==> config.mk <==
export PLATFORM = sky130hd
export DESIGN_NAME = io_bus_bridge_reg
export DESIGN_NICKNAME = d
export VERILOG_FILES = /design/src/rtl/io_bus_bridge_reg.sv
export SDC_FILE = /design/constraint.sdc
export NUM_CORES = 1
export LEC_CHECK = 0
export BUFFER_PORTS_ARGS = -buffer_cell sky130_fd_sc_hd__buf_4
export CAP_MARGIN = 20
export CELL_PAD_IN_SITES_DETAIL_PLACEMENT = 1
export CELL_PAD_IN_SITES_GLOBAL_PLACEMENT = 2
export CORE_AREA = 8 8 127 129
export CTS_CLUSTER_DIAMETER = 50
export DETAILED_ROUTE_END_ITERATION = 8
export DIE_AREA = 0 0 135 137
export HOLD_SLACK_MARGIN = 0.02
export PLACE_DENSITY_LB_ADDON = 0.3
export SLEW_MARGIN = 10
export SYNTH_ARGS = -nofsm -noshare
export SYNTH_HDL_FRONTEND = slang
export SYNTH_SLANG_ARGS = --single-unit
==> constraint.sdc <==
create_clock -name clk -period 2.9 [get_ports clk]
set_input_delay 0.58 -clock clk [delete_from_list [all_inputs] [get_ports clk]]
set_output_delay 0.58 -clock clk [all_outputs]
set_load 0.1 [all_outputs]
==> src/rtl/io_bus_bridge_reg.sv <==
// Registered MCS IO-bus to system-bus bridge: decodes the MMIO window, issues one
// single-cycle sys_rd/sys_wr per IO strobe, waits a fixed read latency, and answers misses locally.
module io_bus_bridge_reg #(
    parameter logic [31:0] BRIDGE_BASE = 32'hc000_0000,
    parameter int unsigned RD_LATENCY  = 0
) (
    input  logic        clk,
    input  logic        reset,
    input  logic        io_addr_strobe,
    input  logic        io_read_strobe,
    input  logic        io_write_strobe,
    input  logic [3:0]  io_byte_enable,
    input  logic [31:0] io_address,
    input  logic [31:0] io_write_data,
    output logic [31:0] io_read_data,
    output logic        io_ready,
    output logic        sys_mmio_cs,
    output logic        sys_wr,
    output logic        sys_rd,
    output logic [20:0] sys_addr,
    output logic [31:0] sys_wr_data,
    output logic [3:0]  sys_be,
    input  logic [31:0] sys_rd_data,
    output logic [7:0]  miss_count
);

    localparam int unsigned AW = 21;
    localparam int unsigned DW = 32;
    localparam int unsigned BW = 4;
    localparam int unsigned CW = 4;
    localparam int unsigned MW = 8;
    localparam logic [CW-1:0] RD_LAT   = CW'(RD_LATENCY);
    localparam logic [MW-1:0] MISS_MAX = '1;

    // One-hot so every bus strobe is a single state-bit decode.
    typedef enum logic [3:0] {
        S_IDLE  = 4'b0001,
        S_ISSUE = 4'b0010,
        S_WAIT  = 4'b0100,
        S_RESP  = 4'b1000
    } state_t;

    state_t          state_q, state_d;
    logic [AW-1:0]   addr_q, addr_d;
    logic [DW-1:0]   wdata_q, wdata_d;
    logic [BW-1:0]   be_q, be_d;
    logic            is_wr_q, is_wr_d;
    logic [CW-1:0]   cnt_q, cnt_d;
    logic [DW-1:0]   rdata_q, rdata_d;
    logic [MW-1:0]   miss_q, miss_d;

    logic            start_c;
    logic            hit_c;
    logic            unused_addr_c;

    assign start_c       = io_addr_strobe && (io_read_strobe || io_write_strobe);
    assign hit_c         = (io_address[31:24] == BRIDGE_BASE[31:24]);
    assign unused_addr_c = ^{io_address[23], io_address[1:0]};

    // Next-state and datapath updates.
    always_comb begin
        state_d = state_q;
        addr_d  = addr_q;
        wdata_d = wdata_q;
        be_d    = be_q;
        is_wr_d = is_wr_q;
        cnt_d   = cnt_q;
        rdata_d = rdata_q;
        miss_d  = miss_q;
        case (state_q)
            S_IDLE: begin
                if (start_c) begin
                    addr_d  = io_address[22:2];
                    wdata_d = io_write_data;
                    be_d    = io_byte_enable;
                    is_wr_d = io_write_strobe;
                    if (hit_c) begin
                        state_d = S_ISSUE;
                    end else begin
                        state_d = S_RESP;
                        rdata_d = '0;
                        if (miss_q != MISS_MAX) begin
                            miss_d = miss_q + MW'(1);
                        end
                    end
                end
            end
            S_ISSUE: begin
                if (is_wr_q) begin
                    state_d = S_RESP;
                end else if (RD_LAT == '0) begin
                    rdata_d = sys_rd_data;
                    state_d = S_RESP;
                end else begin
                    cnt_d   = RD_LAT;
                    state_d = S_WAIT;
                end
            end
            S_WAIT: begin
                // The edge that takes the counter to zero is the capture edge.
                if (cnt_q <= CW'(1)) begin
                    cnt_d   = '0;
                    rdata_d = sys_rd_data;
                    state_d = S_RESP;
                end else begin
                    cnt_d = cnt_q - CW'(1);
                end
            end
            S_RESP: begin
                state_d = S_IDLE;
            end
            default: begin
                state_d = S_IDLE;
            end
        endcase
    end

    always_ff @(posedge clk or negedge reset) begin
        if (!reset) begin
            state_q <= S_IDLE;
            addr_q  <= '0;
            wdata_q <= '0;
            be_q    <= '0;
            is_wr_q <= 1'b0;
            cnt_q   <= '0;
            rdata_q <= '0;
            miss_q  <= '0;
        end else begin
            state_q <= state_d;
            addr_q  <= addr_d;
            wdata_q <= wdata_d;
            be_q    <= be_d;
            is_wr_q <= is_wr_d;
            cnt_q   <= cnt_d;
            rdata_q <= rdata_d;
            miss_q  <= miss_d;
        end
    end

    assign io_ready     = (state_q == S_RESP);
    assign sys_mmio_cs  = (state_q == S_ISSUE);
    assign sys_wr       = sys_mmio_cs && is_wr_q;
    assign sys_rd       = sys_mmio_cs && !is_wr_q;
    assign sys_addr     = addr_q;
    assign sys_wr_data  = wdata_q;
    assign sys_be       = be_q;
    assign io_read_data = rdata_q;
    assign miss_count   = miss_q;

endmodule

* Word level (Yosys, flattened, before mapping)
Index checks and enable logic that the tools add are counted.
Storage, ports and cells: register bits after elaboration 106, bits of input ports 105, output and inout bits 101, logic and storage cells 42
Operators by class: add/subtract/negate cells 2, order comparisons 1, equality and inequality tests 10, multiplexer cells 10, bitwise gates (word level) 1, reductions and logical operators 10
Operator list (count):
- $mux 32 | 4
- $pmux 32 s3 | 1
- $mux 4 | 4
- $pmux 4 s3 | 1
- $add 8x1->8 const B | 1
- $eq 8x8->1 const B | 1
- $ne 2x2->1 const B | 4
- $ne 8x8->1 const B | 1
- $reduce_and 5->1 | 1
- $eq 4x1->1 const B | 1
- $eq 4x2->1 const B | 1
- $eq 4x3->1 const B | 1
- $eq 4x4->1 const B | 1
- $le 4x1->1 const B | 1
- $reduce_and 2->1 | 2
- $reduce_and 4->1 | 1
- $sub 4x1->4 const B | 1
- $logic_and 1x1->1 | 3
- $reduce_bool 3->1 | 1
- $logic_not 1->1 | 1
- $logic_or 1x1->1 | 1
- $not 1->1 | 1

* Longest topological paths before layout
depth in word-level cells 4, depth in mapped cells 7

* Least setup slack after synthesis
No wires, ideal clock.
path kind reg-to-output, start register state_q[3], end output port sys_rd, data arrival time 4.166 ns, required time 2.320 ns, setup slack -1.846 ns, stages on the path, launching flop included 5, cell sequence dfrtp_1 -> nor3b_1 -> nor2b_1 -> buf_2 -> clkbuf_1
Between the ends: longest elaborated chain between the ends 2
RTL lines:
- start, declared | line 43 | state_t state_q, state_d;
- start signal, assigned | line 129 | state_q <= state_d;
- $eq 4x2->1 | line 141 | assign sys_mmio_cs = (state_q == S_ISSUE);
- net sys_mmio_cs | line 17 | output logic sys_mmio_cs,
- $logic_and 1x1->1 | line 143 | assign sys_rd = sys_mmio_cs && !is_wr_q;
- end, declared | line 19 | output logic sys_rd,
The timed path passes the listed nets, and every way through them passes these cells.

* Worst setup path after layout
start register state_q[3], end output port sys_rd
Between the ends: longest elaborated chain between the ends 2
RTL lines (line):
- $eq 4x2->1 | 141
- $logic_and 1x1->1 | 143
No other way between the ends.

==> results.toml <==
[worst_setup_path]
rr_worst_depth = 4
worstSetupStartpointType = "flip-flop"
critPathArrivalTime_ns = 1.61
cp.required_ns = 2.32
r2r_setup_slack_ns = 0.75
end_kind = "output pin"
path_class = "flip-flop to output pin"
worstReg2RegEnd = "sys_addr[20]$_DFFE_PN0P_"
reg2reg_from = "state_q[0]$_DFFE_PN1P_"
path_max_fanout = 4

[synthesis]
synth.mux.area_fraction_pct = 17.6
synth-adder-area-share_pct = 0.326
synth-compound-area-share_pct = 8.67
synth_top_family_by_area = "multiplexers"
synthSimpleGateAreaFrac_pct = 4.76
synth_area_um2 = 3840
synth_cells = 247
synth_xor_area_share_pct = 0.913
ys_warn_count = 0
ys_seq_elements = 101
synth.net_count = 353
ys_types = 31
synth.yosys.seq_area_share_pct = 65.9
avgSynthCellArea_um2 = 15.5

[power]
power_per_cell_area_nw_per_um2 = 975
finalPower_mw = 5.76
p_leak_nw = 2.88
ir_drop_mv = 0.459
power_frac_seq_pct = 31.5
power_frac_clock_pct = 22.1
power.switching_mw = 2.76
netSwitchingFraction_pct = 47.9
pwr-share-comb_pct = 46.4
p_int_mw = 3.00

[placement]
hpwl_um = 8760
dp_cells = 625
gp_congestion = 0.712
portBuffers = 202
placed_area_um2 = 5600

[global_route]
antenna_found_initial = 0
first_global_vias = 3298
grt-ovfl-total = 0
grt_pass1_wl_um = 18100
use_met3_pct = 5.87
top_usage_layer = "met2"
grt_max_degree = 58
grtUsageMet1_pct = 13.6
global_route.usage.met2_pct = 21.5
grtUsageTotal_pct = 12.6

[floorplan]
dieHeight_um = 137
start_util_pct = 27.0
dieWidth_um = 135
core_area_um2 = 14200
io_pins = 206
rows = 44
dieArea_um2 = 18500

[clocking]
clock_sinks = 101
postCtsHoldBufs = 0
clk-insertion-delay-late_ns = 0.34
post-cts-setup-buffers = 0
htree_levels = 3
cts_inserted_buffers = 9
cts_max_path_buffers = 2
root_buffer = "clkbuf_16"
ctsResizeCount = 0
cts_tree = "done"
clkTransAtPathRegs_ns = 0.06

[flow_run]
drv_cap = 0

[finish]
syn2layout_area_growth_pct = 54.0
diodes = 0
finalNetCount = 558
final_layout_size_suffix_gt1_share_pct = 61.1
final_cell_area_um2 = 5910
stdcell_count = 641

[route]
dr.first_iter.drc_count = 135
vias = 2922
vias_per_cell = 4.56
routedWlPerCell_um = 18.1
firstDrtPassIters = 4
ant_nets = 0
wl_um = 11600
drc_errors = 0

[sta]
setup_viol = 0
drv_slew = 0
min_period_over_period_pct = 75.4
skew_ns = 0.00274
relSlewSlack_pct = 50.1
fmax_mhz = 457
hold_viol = 0
tns_ns = 0
worst_pin_slew_ns = 0.749
period_needed_ns = 2.19
rsz0062_at_grt = "false"

[min_path]
min-delay-path-class = "input pin to asynchronous set/reset pin"

[status]
status = "completed"
[flip-flops by register name, summed over array words and instances, names as in the netlist]
| signal | count |
|---|---|
| is_wr_q | 1 |
| io_read_data | 32 |
| sys_wr_data | 32 |
| sys_addr | 21 |
| sys_be | 4 |
| state_q | 3 |
| miss_count | 8 |
[worst max path at each step]
stage	start	to	cells after the start
global placement	io_address[29]	io_read_data[16]$_DFFE_PN0P_	6
global route	state_q[3]$_DFFE_PN0P_	sys_rd	3
floorplan	state_q[3]$_DFFE_PN0P_	sys_rd	4
finish	state_q[3]$_DFFE_PN0P_	sys_rd	3
CTS	state_q[3]$_DFFE_PN0P_	sys_rd	3
detailed placement	io_address[29]	io_read_data[11]$_DFFE_PN0P_	6
[power groups by stage]
stage          Sequential, mW  Clock, mW  Combinational (mW)
3_3_place_gp             1.83          0                2.68
5_1_grt                  1.85       1.37                2.76
3_5_place_dp             1.84          0                2.71
2_1_floorplan            3.54          0               0.317
4_1_cts                  1.82       1.33                2.70
6_report                 1.81       1.27                2.67
[cell type report]
| cell class | instances | area [µm²] |
|---|---|---|
| Tap cell | 184 | 230 |
| Clock inverter | 4 | 72.6 |
| Sequential cell | 101 | 2530 |
| Fill cell | 1504 | 8290 |
| Multi-Input combinational cell | 132 | 1260 |
| Timing Repair Buffer | 208 | 1590 |
| Clock buffer | 12 | 236 |
[per-stage QoR]
stage	util (%)	setup WS, ns	hold WS, ns
6_report	41.6	0.714	0.293
5_1_grt	41.6	0.556	0.363
4_1_cts	41.6	0.634	0.325
3_5_place_dp	39.4	0.552	0.481
3_3_place_gp	39.4	0.570	0.473
2_1_floorplan	-	0.141	0.284
[kinds of logic (layout without fill, tap and decap cells)]
kind of cell,count (synthesis),in the layout
compound gates,38,38
buf+inv,14,224
mux,60,60
xor+xnor,4,4
simple gates,29,29
flops,101,101
fa+ha+maj,1,1
[synth_stat cells]
cell      number  area share [%]
nor2b_1        1            0.16
nand4_1        3            0.49
clkbuf_1       3            0.29
dfstp_2        1            0.68
ha_1           1            0.33
nor4bb_1       1            0.26
mux2_2        49              14
nor3_1         1            0.13
nand2_2        1            0.16
and4_1         2            0.46
o22ai_2        1            0.33
mux2_1        11             3.2
nor2_4         1            0.29
xnor2_1        4            0.91
a21oi_1        3            0.39
nand3_1        3            0.39
a211oi_4       1            0.52
and2_1         1            0.16
a22o_1        32             7.3
nor3b_1        2            0.39
buf_4          2            0.39
or3b_1         1            0.23
dfrtp_1      100              65
nor2_1         4            0.39
nand2b_1       1            0.16
nor4_1         1            0.16
o21ai_0        1            0.13
or2_2          1            0.16
buf_2          9             1.2
nand2_1        1           0.098
and3_1         4            0.65
[worst max-delay path, cell delays in order, from the launching register on]
cell,delay (ns)
dfrtp_1,0.41
nor3b_4,0.22
nor2b_2,0.28
buf_4,0.34
[routing by layer]
metal,share of wire [%],up-vias
li1,-,1314
met1,38,1483
met2,51,114
met3,9.6,11
met4,1.4,0
met5,0,-
[cells in the final DEF, fill, tap and decap left out]
master,instances
ha_1,1
nand4_1,3
or3b_1,1
and3_1,4
and2_1,1
xnor2_1,4
clkinvlp_4,1
clkbuf_1,3
nor2_4,1
a211oi_4,1
nor3b_2,1
or2_2,1
nor2b_2,1
dfrtp_1,100
nor4_1,1
nor2_1,4
o21ai_0,1
bufinv_16,2
nor3b_4,1
clkbuf_16,9
nand3_1,3
nand2_2,1
mux2_1,11
and4_1,2
nor3_1,1
buf_12,2
clkinv_2,1
a21oi_1,3
dfstp_2,1
nor4bb_1,1
o22ai_2,1
nand2_1,1
a22o_1,32
mux2_2,49
nand2b_1,1
buf_4,206
No activity file was read; power rests on OpenSTA's default activity.
